--- src/rtl/cva6_hpdcache_icache_pkg.sv ---
// Shared definitions for the I$ port of the HPDcache memory subsystem.
// Holds the I$ transaction id, request-field encodings, beat/size helpers
// and the memory request/response structures seen by the I$ side.
package cva6_hpdcache_icache_pkg;

  // Subset of the CVA6 configuration needed by the I$ memory path
  typedef struct packed {
    int unsigned PLEN;
    int unsigned ICACHE_LINE_WIDTH;
    int unsigned ICACHE_SET_ASSOC;
    int unsigned FETCH_WIDTH;
    int unsigned MEM_TID_WIDTH;
  } icache_cfg_t;

  localparam icache_cfg_t ICACHE_CFG_DEFAULT = '{
    PLEN:              56,
    ICACHE_LINE_WIDTH: 128,
    ICACHE_SET_ASSOC:  4,
    FETCH_WIDTH:       32,
    MEM_TID_WIDTH:     4
  };

  // Memory interface field widths
  localparam int unsigned MEM_ADDR_WIDTH   = ICACHE_CFG_DEFAULT.PLEN;
  localparam int unsigned MEM_ID_WIDTH     = ICACHE_CFG_DEFAULT.MEM_TID_WIDTH;
  localparam int unsigned MEM_DATA_WIDTH   = 64;
  localparam int unsigned MEM_LEN_WIDTH    = 8;
  localparam int unsigned MEM_SIZE_WIDTH   = 3;
  localparam int unsigned MEM_CMD_WIDTH    = 2;
  localparam int unsigned MEM_ATOMIC_WIDTH = 4;

  // Transaction id reserved for the instruction cache (MSB of the id set)
  localparam logic [MEM_ID_WIDTH-1:0] ICACHE_TID = MEM_ID_WIDTH'(1) << (MEM_ID_WIDTH - 1);

  // Request command encodings
  localparam logic [MEM_CMD_WIDTH-1:0] MEM_CMD_READ   = 2'b00;
  localparam logic [MEM_CMD_WIDTH-1:0] MEM_CMD_WRITE  = 2'b01;
  localparam logic [MEM_CMD_WIDTH-1:0] MEM_CMD_ATOMIC = 2'b10;

  localparam logic [MEM_ATOMIC_WIDTH-1:0] MEM_ATOMIC_NONE = 4'h0;

  // Request size encodings (log2 of the byte count)
  localparam logic [MEM_SIZE_WIDTH-1:0] MEM_SIZE_1B  = 3'd0;
  localparam logic [MEM_SIZE_WIDTH-1:0] MEM_SIZE_2B  = 3'd1;
  localparam logic [MEM_SIZE_WIDTH-1:0] MEM_SIZE_4B  = 3'd2;
  localparam logic [MEM_SIZE_WIDTH-1:0] MEM_SIZE_8B  = 3'd3;
  localparam logic [MEM_SIZE_WIDTH-1:0] MEM_SIZE_16B = 3'd4;

  // Number of memory beats that make up one cache line
  function automatic int unsigned beat_count(input int unsigned line_width,
                                             input int unsigned beat_width);
    return line_width / beat_width;
  endfunction

  // Size code for a transfer of the given number of bytes
  function automatic logic [MEM_SIZE_WIDTH-1:0] size_code(input int unsigned bytes);
    return MEM_SIZE_WIDTH'($clog2(bytes));
  endfunction

  typedef struct packed {
    logic [MEM_ADDR_WIDTH-1:0]   mem_req_addr;
    logic [MEM_LEN_WIDTH-1:0]    mem_req_len;
    logic [MEM_SIZE_WIDTH-1:0]   mem_req_size;
    logic [MEM_ID_WIDTH-1:0]     mem_req_id;
    logic [MEM_CMD_WIDTH-1:0]    mem_req_command;
    logic [MEM_ATOMIC_WIDTH-1:0] mem_req_atomic;
    logic                        mem_req_cacheable;
  } icache_mem_req_t;

  typedef struct packed {
    logic                      mem_resp_r_error;
    logic [MEM_ID_WIDTH-1:0]   mem_resp_r_id;
    logic [MEM_DATA_WIDTH-1:0] mem_resp_r_data;
    logic                      mem_resp_r_last;
  } icache_mem_resp_r_t;

  // Line assembler transaction states
  typedef enum logic [1:0] {
    IDLE,
    REQ,
    RESP,
    DONE
  } asm_state_e;

endpackage

--- src/rtl/cva6_icache_mem_line_assembler.sv ---
// Turns one I$ miss into a memory read request and reassembles the
// multi-beat read response into a full I$ line. One transaction in flight;
// a kill lets the memory handshake finish but drops the returned data.
module cva6_icache_mem_line_assembler
  import cva6_hpdcache_icache_pkg::*;
#(
  parameter icache_cfg_t CVA6Cfg      = ICACHE_CFG_DEFAULT,
  parameter int unsigned MemDataWidth = 64,
  parameter type hpdcache_mem_req_t    = icache_mem_req_t,
  parameter type hpdcache_mem_resp_r_t = icache_mem_resp_r_t
) (
  input  logic                                   clk_i,
  input  logic                                   rst_ni,
  input  logic                                   miss_valid_i,
  output logic                                   miss_ready_o,
  input  logic [CVA6Cfg.PLEN-1:0]                miss_paddr_i,
  input  logic                                   miss_nc_i,
  input  logic [CVA6Cfg.ICACHE_SET_ASSOC-1:0]    miss_way_i,
  input  logic                                   kill_i,
  output logic                                   line_valid_o,
  input  logic                                   line_ready_i,
  output logic [CVA6Cfg.ICACHE_LINE_WIDTH-1:0]   line_o,
  output logic [CVA6Cfg.ICACHE_SET_ASSOC-1:0]    line_way_o,
  output logic                                   line_nc_o,
  output logic                                   line_error_o,
  output logic                                   mem_req_valid_o,
  input  logic                                   mem_req_ready_i,
  output hpdcache_mem_req_t                      mem_req_o,
  input  logic                                   mem_resp_valid_i,
  output logic                                   mem_resp_ready_o,
  input  hpdcache_mem_resp_r_t                   mem_resp_i
);

  localparam int unsigned PLEN      = CVA6Cfg.PLEN;
  localparam int unsigned LINE_W    = CVA6Cfg.ICACHE_LINE_WIDTH;
  localparam int unsigned WAYS      = CVA6Cfg.ICACHE_SET_ASSOC;
  localparam int unsigned BEATS     = beat_count(LINE_W, MemDataWidth);
  localparam int unsigned CNT_W     = (BEATS > 1) ? $clog2(BEATS) : 1;
  localparam int unsigned LINE_OFF  = $clog2(LINE_W / 8);
  localparam int unsigned FETCH_OFF = $clog2(CVA6Cfg.FETCH_WIDTH / 8);

  localparam logic [CNT_W-1:0]          LAST_CNT   = CNT_W'(BEATS - 1);
  localparam logic [MEM_LEN_WIDTH-1:0]  LINE_LEN   = MEM_LEN_WIDTH'(BEATS - 1);
  localparam logic [MEM_SIZE_WIDTH-1:0] BEAT_SIZE  = size_code(MemDataWidth / 8);
  localparam logic [MEM_SIZE_WIDTH-1:0] FETCH_SIZE = size_code(CVA6Cfg.FETCH_WIDTH / 8);
  localparam logic [PLEN-1:0] LINE_MASK  = ~((PLEN'(1) << LINE_OFF) - PLEN'(1));
  localparam logic [PLEN-1:0] FETCH_MASK = ~((PLEN'(1) << FETCH_OFF) - PLEN'(1));

  asm_state_e        state_d, state_q;
  logic [PLEN-1:0]   paddr_d, paddr_q;
  logic              nc_d, nc_q;
  logic [WAYS-1:0]   way_d, way_q;
  logic [CNT_W-1:0]  cnt_d, cnt_q;
  logic              error_d, error_q;
  logic              kill_d, kill_q;
  logic [LINE_W-1:0] line_d, line_q;

  logic [PLEN-1:0]   req_addr;
  logic              dropping;

  // A transaction whose data must not reach the cache
  assign dropping = kill_q | kill_i;

  // Cacheable misses fetch the whole line, uncached ones a single fetch word
  assign req_addr = paddr_q & (nc_q ? FETCH_MASK : LINE_MASK);

  assign line_o       = line_q;
  assign line_way_o   = way_q;
  assign line_nc_o    = nc_q;
  assign line_error_o = error_q;

  // Next-state, beat assembly and handshake outputs decoded from the registered state
  always_comb begin
    state_d = state_q;
    paddr_d = paddr_q;
    nc_d    = nc_q;
    way_d   = way_q;
    cnt_d   = cnt_q;
    error_d = error_q;
    kill_d  = kill_q;
    line_d  = line_q;

    miss_ready_o     = 1'b0;
    mem_req_valid_o  = 1'b0;
    mem_resp_ready_o = 1'b0;
    line_valid_o     = 1'b0;

    case (state_q)
      IDLE: begin
        miss_ready_o = 1'b1;
        if (miss_valid_i) begin
          paddr_d = miss_paddr_i;
          nc_d    = miss_nc_i;
          way_d   = miss_way_i;
          cnt_d   = '0;
          error_d = 1'b0;
          kill_d  = 1'b0;
          state_d = REQ;
        end
      end

      REQ: begin
        mem_req_valid_o = 1'b1;
        if (kill_i) begin
          kill_d = 1'b1;
        end
        if (mem_req_ready_i) begin
          state_d = RESP;
        end
      end

      RESP: begin
        mem_resp_ready_o = 1'b1;
        if (kill_i) begin
          kill_d = 1'b1;
        end
        if (mem_resp_valid_i) begin
          if (!dropping) begin
            for (int unsigned i = 0; i < BEATS; i++) begin
              if (nc_q || (cnt_q == CNT_W'(i))) begin
                line_d[i*MemDataWidth +: MemDataWidth] = mem_resp_i.mem_resp_r_data;
              end
            end
            error_d = error_q | mem_resp_i.mem_resp_r_error;
          end
          if (cnt_q != LAST_CNT) begin
            cnt_d = cnt_q + CNT_W'(1);
          end
          if (mem_resp_i.mem_resp_r_last) begin
            state_d = dropping ? IDLE : DONE;
          end
        end
      end

      DONE: begin
        line_valid_o = 1'b1;
        if (line_ready_i || kill_i) begin
          state_d = IDLE;
        end
      end

      default: begin
        state_d = IDLE;
      end
    endcase
  end

  // Read request fields; driven only while the request is being offered
  always_comb begin
    mem_req_o = '0;
    if (state_q == REQ) begin
      mem_req_o.mem_req_addr      = MEM_ADDR_WIDTH'(req_addr);
      mem_req_o.mem_req_len       = nc_q ? '0 : LINE_LEN;
      mem_req_o.mem_req_size      = nc_q ? FETCH_SIZE : BEAT_SIZE;
      mem_req_o.mem_req_id        = ICACHE_TID;
      mem_req_o.mem_req_command   = MEM_CMD_READ;
      mem_req_o.mem_req_atomic    = MEM_ATOMIC_NONE;
      mem_req_o.mem_req_cacheable = ~nc_q;
    end
  end

  // State, transaction context and line buffer registers
  always_ff @(posedge clk_i or negedge rst_ni) begin
    if (!rst_ni) begin
      state_q <= IDLE;
      paddr_q <= '0;
      nc_q    <= 1'b0;
      way_q   <= '0;
      cnt_q   <= '0;
      error_q <= 1'b0;
      kill_q  <= 1'b0;
      line_q  <= '0;
    end else begin
      state_q <= state_d;
      paddr_q <= paddr_d;
      nc_q    <= nc_d;
      way_q   <= way_d;
      cnt_q   <= cnt_d;
      error_q <= error_d;
      kill_q  <= kill_d;
      line_q  <= line_d;
    end
  end

`ifndef SYNTHESIS
  // Every response routed to this port must belong to the I$ transaction id
  assert property (@(posedge clk_i) disable iff (!rst_ni)
    (state_q == RESP && mem_resp_valid_i) |-> (mem_resp_i.mem_resp_r_id == ICACHE_TID));
`endif

endmodule

--- config.mk ---
export PLATFORM = sky130hd
export DESIGN_NAME = cva6_icache_mem_line_assembler
export DESIGN_NICKNAME = d
export VERILOG_FILES = /design/src/rtl/cva6_hpdcache_icache_pkg.sv /design/src/rtl/cva6_icache_mem_line_assembler.sv
export SDC_FILE = /design/constraint.sdc
export NUM_CORES = 1
export LEC_CHECK = 0
export CAP_MARGIN = 30
export CORE_ASPECT_RATIO = 0.6
export CORE_MARGIN = 5
export CORE_UTILIZATION = 30
export CTS_CLUSTER_SIZE = 14
export DETAILED_ROUTE_END_ITERATION = 10
export GPL_ROUTABILITY_DRIVEN = 0
export PLACE_DENSITY = 0.57
export SETUP_SLACK_MARGIN = 0.1
export SYNTH_ARGS = -nofsm -noshare
export SYNTH_HDL_FRONTEND = slang
export SYNTH_SLANG_ARGS = --single-unit
--- constraint.sdc ---
create_clock -name clk_i -period 2.5 [get_ports clk_i]
set_input_delay 0.375 -clock clk_i [delete_from_list [all_inputs] [get_ports clk_i]]
set_output_delay 0.375 -clock clk_i [all_outputs]
set_load 0.01 [all_outputs]
# Yosys cells after proc, flatten, opt, wreduce, memory -nomap -nowiden
# Index checks and enable logic that the tools add are counted.
# Widths: inputs -> output; s select.
dict set report word_totals {
  inputBits 138
  wordCells 64
  ff_bits 194
  out_inout_bits 216
}
dict set report op_classes {
  n_reduce_logical 14
  eq_ne 10
  muxes 24
  n_addsub 1
  n_bitwise 6
}
# op n
set op_table {}
lappend op_table {{$mux 78} 1}
lappend op_table {{$and 56x56->56} 1}
lappend op_table {{$mux 1} 12}
lappend op_table {{$mux 2} 6}
lappend op_table {{$ne 2x2->1 const B} 6}
lappend op_table {{$reduce_and 4->1} 3}
lappend op_table {{$pmux 2 s4} 1}
lappend op_table {{$pmux 1 s2} 3}
lappend op_table {{$reduce_and 3->1} 2}
lappend op_table {{$reduce_and 5->1} 1}
lappend op_table {{$eq 2x2->1 const B} 2}
lappend op_table {{$mux 4} 1}
lappend op_table {{$reduce_bool 2->1} 2}
lappend op_table {{$logic_or 1x1->1} 3}
lappend op_table {{$not 1->1} 3}
lappend op_table {{$eq 2x1->1 const B} 1}
lappend op_table {{$logic_not 2->1} 1}
lappend op_table {{$ne 2x1->1 const B} 1}
lappend op_table {{$or 1x1->1} 2}
lappend op_table {{$reduce_and 2->1} 1}
lappend op_table {{$reduce_or 2->1} 1}
lappend op_table {{$add 1x1->1 const B} 1}

# Longest topological paths before layout
dict set report logic_depth {
  depth_word 5
  depth_mapped 7
  mapped_depth_nobuf 6
}

# Worst setup path after synthesis
# OpenSTA, ideal clock, no wires.
dict set report synth_timing {
  path_kind {register -> register}
  start {register state_q[0]}
  end {register line_q[100], in the netlist line_o[100]}
  setup_ns 0.125
  t_required_ns 2.375
  path_buffers 2
  path_stages_with_launch 8
  synth_period_minus_slack_ns 1.873
  arrival_time_ns 1.748
  path_slack_ns 0.627
  path_cell_list {dfrtp_1 > inv_1 > ha_1 > nor3b_4 > o211a_4 > buf_12 > buf_12 > mux2_4}
}
dict set report synth_via {
  elab_chain_cells 2
}
# item line_no
set synth_lines {}
lappend synth_lines {{start: declaration} cva6_icache_mem_line_assembler.sv:49} ;# asm_state_e state_d, state_q;
lappend synth_lines {{start signal: assignment} cva6_icache_mem_line_assembler.sv:174} ;# state_q <= state_d;
lappend synth_lines {{$eq 2x2->1} cva6_icache_mem_line_assembler.sv:88} ;# case (state_q)
lappend synth_lines {{$reduce_and 4->1 (no line)} -}
lappend synth_lines {{end signal: assignment} cva6_icache_mem_line_assembler.sv:181} ;# line_q <= line_d;
lappend synth_lines {{end: declaration} cva6_icache_mem_line_assembler.sv:56} ;# logic [LINE_W-1:0] line_d, line_q;
# No other way between the ends.
# A chain may end at the register's enable or synchronous reset.

# Worst setup path in the final report
dict set report layout_timing {
  start {register state_q[0]}
  end {output port miss_ready_o}
}
dict set report layout_via {
  elab_chain_cells 2
}
# item line_no
set layout_lines {}
lappend layout_lines {{$logic_not 2->1} cva6_icache_mem_line_assembler.sv:88}
lappend layout_lines {{$mux 1} cva6_icache_mem_line_assembler.sv:88}
lappend layout_lines {{end: declaration} cva6_icache_mem_line_assembler.sv:15} ;# output logic miss_ready_o,
# No other way between the ends.

==> metrics.txt <==
# TYPE chip_impl_metric gauge
chip_impl_metric{name="gr_overflow_total",unit=""} 0
chip_impl_metric{name="vias",unit=""} 5275
chip_impl_metric{name="post-dp-hpwl",unit="um"} 16600
chip_impl_metric{name="fillers",unit=""} 2504
chip_impl_metric{name="avgViaCountPerCell",unit=""} 4.24
chip_impl_metric{name="post_synth_fa_ha_maj_area_fraction",unit="%"} 0.891
chip_impl_info{name="setup.worst_path.start_class",value="flop"} 1
chip_impl_metric{name="timing.final.max_slew_violations",unit=""} 0
chip_impl_metric{name="insertedDiodeCount",unit=""} 0
chip_impl_metric{name="initial_core_util",unit="%"} 30.5
chip_impl_metric{name="clock_tree.htree_level_count",unit=""} 4
chip_impl_metric{name="drt-wirelength-per-cell",unit="um"} 19.0
chip_impl_metric{name="async_flop_share",unit="%"} 100
chip_impl_metric{name="max_slew.worst_pin.slew",unit="ps"} 539
chip_impl_metric{name="p_per_area",unit="nW/um^2"} 1220
chip_impl_metric{name="pin_count_of_the_biggest_net_entering_global_routing",unit=""} 62
chip_impl_metric{name="setup-violations-final",unit=""} 0
chip_impl_metric{name="area_growth",unit="%"} 52.2
chip_impl_metric{name="floorplan.die.height",unit="um"} 140
chip_impl_metric{name="nNetsFinal",unit=""} 1007
chip_impl_info{name="most-common-layout-cells",value="clkdlybuf4s50_1 (275), dfrtp_1 (191), mux2_4 (120)"} 1
chip_impl_metric{name="finalWirelength",unit="um"} 23600
chip_impl_metric{name="yosys.area_share.xor_xnor",unit="%"} 0
chip_impl_metric{name="grt_use_met2",unit="%"} 22.2
chip_impl_info{name="yosys.area.top_type",value="dfrtp_1"} 1
chip_impl_metric{name="fin_cells",unit=""} 1243
chip_impl_metric{name="synth_compound_gate_area_share",unit="%"} 1.07
chip_impl_info{name="hp-class",value="primary input to asynchronous set/reset pin"} 1
chip_impl_metric{name="total_global_route_track_usage",unit="%"} 14.6
chip_impl_metric{name="synth.distinct_cells",unit=""} 29
chip_impl_metric{name="max_clock_freq",unit="MHz"} 433
chip_impl_metric{name="max_slew_margin",unit="%"} 64.1
chip_impl_metric{name="synth.cell_area",unit="um^2"} 8420
chip_impl_metric{name="min_period_over_period",unit="%"} 92.4
chip_impl_info{name="clock_tree_from_tritoncts",value="yes"} 1
chip_impl_metric{name="clk_pin_slew_worst_paths",unit="ps"} 70
chip_impl_metric{name="num_rows",unit=""} 47
chip_impl_metric{name="synth_cells",unit=""} 519
chip_impl_metric{name="grt_antenna_before_repair",unit=""} 1
chip_impl_info{name="synth_top_cells_by_area",value="dfrtp_1 (57%), mux2_4 (21%), mux2_2 (9.0%)"} 1
chip_impl_metric{name="drt_first_pass_iters",unit=""} 4
chip_impl_metric{name="die-width",unit="um"} 226
chip_impl_metric{name="finalClockSkew",unit="ps"} 9.48
chip_impl_metric{name="cell_internal_pwr",unit="mW"} 10.8
chip_impl_metric{name="max_cap_viol_count",unit=""} 0
chip_impl_info{name="clock-root-buffer",value="clkbuf_16"} 1
chip_impl_metric{name="wire_length_of_the_first_global_routing_pass",unit="um"} 35300
chip_impl_metric{name="gr-usage-met1",unit="%"} 19.8
chip_impl_metric{name="placed_cells",unit=""} 1202
chip_impl_metric{name="final.setup.tns",unit="ps"} 0
chip_impl_metric{name="cts_inserted_buffers",unit=""} 17
chip_impl_metric{name="yosys-mux-area-fraction",unit="%"} 30.6
chip_impl_metric{name="drt_iter0_drc",unit=""} 159
chip_impl_metric{name="power_switching_share",unit="%"} 30.6
chip_impl_info{name="critical_path.endpoint_type",value="output pin"} 1
chip_impl_metric{name="power.leakage",unit="nW"} 6.12
chip_impl_info{name="gr-max-usage-layer",value="met2"} 1
chip_impl_metric{name="use_met3",unit="%"} 5.11
chip_impl_metric{name="final_area",unit="um^2"} 12800
chip_impl_metric{name="finish.utilization",unit="%"} 46.4
chip_impl_metric{name="vdd.ir_drop.worst",unit="mV"} 0.693
chip_impl_info{name="grt_setup_unrepaired",value="false"} 1
chip_impl_metric{name="top_level_ports",unit=""} 354
chip_impl_info{name="synth_flop_cell",value="dfrtp_1"} 1
chip_impl_metric{name="timing_hold_violations_final",unit=""} 0
chip_impl_metric{name="detail_route.drc_violations",unit=""} 0
chip_impl_metric{name="power.share.combinational",unit="%"} 46.6
chip_impl_metric{name="synth_edf_count",unit=""} 0
chip_impl_metric{name="fin_total_pwr",unit="mW"} 15.6
chip_impl_metric{name="netSwitchingPower",unit="mW"} 4.78
chip_impl_info{name="mostFrequentLayoutCell",value="clkdlybuf4s50_1"} 1
chip_impl_metric{name="crit_required",unit="ps"} 2120
chip_impl_metric{name="synthesis.area_per_instance",unit="um^2"} 16.2
chip_impl_metric{name="pwr-share-seq",unit="%"} 34.9
chip_impl_metric{name="clock_sinks",unit=""} 192
chip_impl_metric{name="layout_min_cycle_time",unit="ps"} 2310
chip_impl_metric{name="sequential_fraction_of_the_synthesis_area",unit="%"} 57.0
chip_impl_metric{name="power.share.clock",unit="%"} 18.5
chip_impl_metric{name="standard_cell_core_area",unit="um^2"} 27600
chip_impl_metric{name="fraction_of_final_layout_cells_with_drive_strength_greater_than_1",unit="%"} 29.1
chip_impl_info{name="outcome",value="finished, final reports clean"} 1
chip_impl_info{name="synth_top_family_by_area",value="multiplexers"} 1
chip_impl_metric{name="synth-simple-area-share",unit="%"} 5.05
chip_impl_metric{name="clkLatencyLatePin",unit="ps"} 440
chip_impl_metric{name="post-synth-top-area-fraction",unit="%"} 57.0
chip_impl_metric{name="crit_path_max_fanout",unit=""} 7
chip_impl_metric{name="grt_pass1_vias",unit=""} 5688
chip_impl_metric{name="cts.path.max_buffers",unit=""} 2
chip_impl_info{name="worst-setup-path-type",value="flop to output pin"} 1
chip_impl_metric{name="critical_path_arrival",unit="ps"} 1930
chip_impl_metric{name="synth.yosys.warnings",unit=""} 0
chip_impl_metric{name="antenna_viol_nets_final",unit=""} 0
chip_impl_metric{name="design.die.area",unit="um^2"} 31600
chip_impl_metric{name="synth_seq_cells",unit=""} 192
chip_impl_metric{name="placement.cell_area",unit="um^2"} 12000
chip_impl_metric{name="portBuffers",unit=""} 328
==> cell type report <==
type | count | area [um^2] | share of cell area (%)
Clock inverter | 13 | 163 | 1.27
Sequential cell | 192 | 4810 | 37.5
Inverter | 5 | 18.8 | 0.146
Multi-Input combinational cell | 293 | 3280 | 25.6
Timing Repair Buffer | 354 | 3640 | 28.4
Clock buffer | 19 | 453 | 3.53
Tap cell | 367 | 459 | 3.58
==> through the flow <==
| stage | hold WS, ps | setup slack, ps |
|---|---|---|
| after CTS | 492 | 113 |
| after global placement | 419 | 228 |
| after global routing | 511 | 101 |
| final | 496 | 190 |
| after detailed placement | 418 | 218 |
| after floorplan | 79.4 | 627 |
==> cells by family (layout without fill, tap and decap cells) <==
family | Yosys count | after routing
flip-flops | 192 | 192
multiplexers | 189 | 189
AND/OR/NAND/NOR | 66 | 66
buffers and inverters | 52 | 391
AO/OA/AOI/OAI | 13 | 13
adder cells (fa/ha/maj) | 6 | 6
other | 1 | 19
==> repair_timing <==
item,4_1_cts,5_1_grt
setup buffers,4,1
setup endpoints to repair,58,19
cloned,2,1
gates resized for setup,45,17
endpoints found under the hold margin,53,0
hold buffers,1,0
==> final timing paths <==
check | from | endpoint | slack, ps | cells past startpoint
worst max-delay path | state_q[0] | miss_ready_o | 190 | 3
worst min-delay path | rst_ni | paddr_q[21] | 500 | 2
worst max register to register | state_q[0] | line_o[1] | 360 | 7
worst min register to register | paddr_q[7] | paddr_q[7] | 500 | 1
max in group asynchronous | rst_ni | line_o[99] | 1320 | 3
min in group clk_i | paddr_q[7] | paddr_q[7] | 500 | 1
==> metal layers <==
layer,up-vias,share of wire [%]
li1,2436,-
met1,2676,47
met2,147,45
met3,16,6.9
met4,0,1.3
met5,-,0
==> synthesized netlist by cell type (2+ instances only) <==
| master | n |
|---|---|
| inv_1 | 5 |
| and2_1 | 52 |
| mux2_4 | 120 |
| ha_1 | 6 |
| nand2_1 | 2 |
| a21oi_1 | 6 |
| buf_2 | 6 |
| and3_1 | 2 |
| o22ai_1 | 2 |
| nor2b_1 | 2 |
| buf_12 | 7 |
| clkbuf_1 | 5 |
| mux2i_1 | 2 |
| mux2_2 | 67 |
| nor3_1 | 2 |
| nor2_1 | 2 |
| buf_4 | 23 |
| dfrtp_1 | 192 |
| buf_6 | 6 |
==> state kept, by name, summed over array words and instances (netlist names) <==
name and count:
line_o 128, line_error_o 1, line_nc_o 1, state_q 2
line_way_o 4, cnt_q 1, kill_q 1, paddr_q 54
==> worst max-delay path, stage by stage, from the launching register on <==
cell	delay, ps
dfrtp_2	470
inv_1	160
ha_2	290
clkdlybuf4s50_1	580
==> power by group through the flow <==
stage | registers [mW] | clock network, mW | logic (mW)
6_report | 5.45 | 2.89 | 7.27
5_1_grt | 5.66 | 3.12 | 7.73
4_1_cts | 5.45 | 3.00 | 7.36
3_5_place_dp | 5.46 | 0 | 7.23
3_3_place_gp | 5.46 | 0 | 7.18
2_1_floorplan | 5.83 | 0 | 3.08
Power figures use the tool's default switching activity.
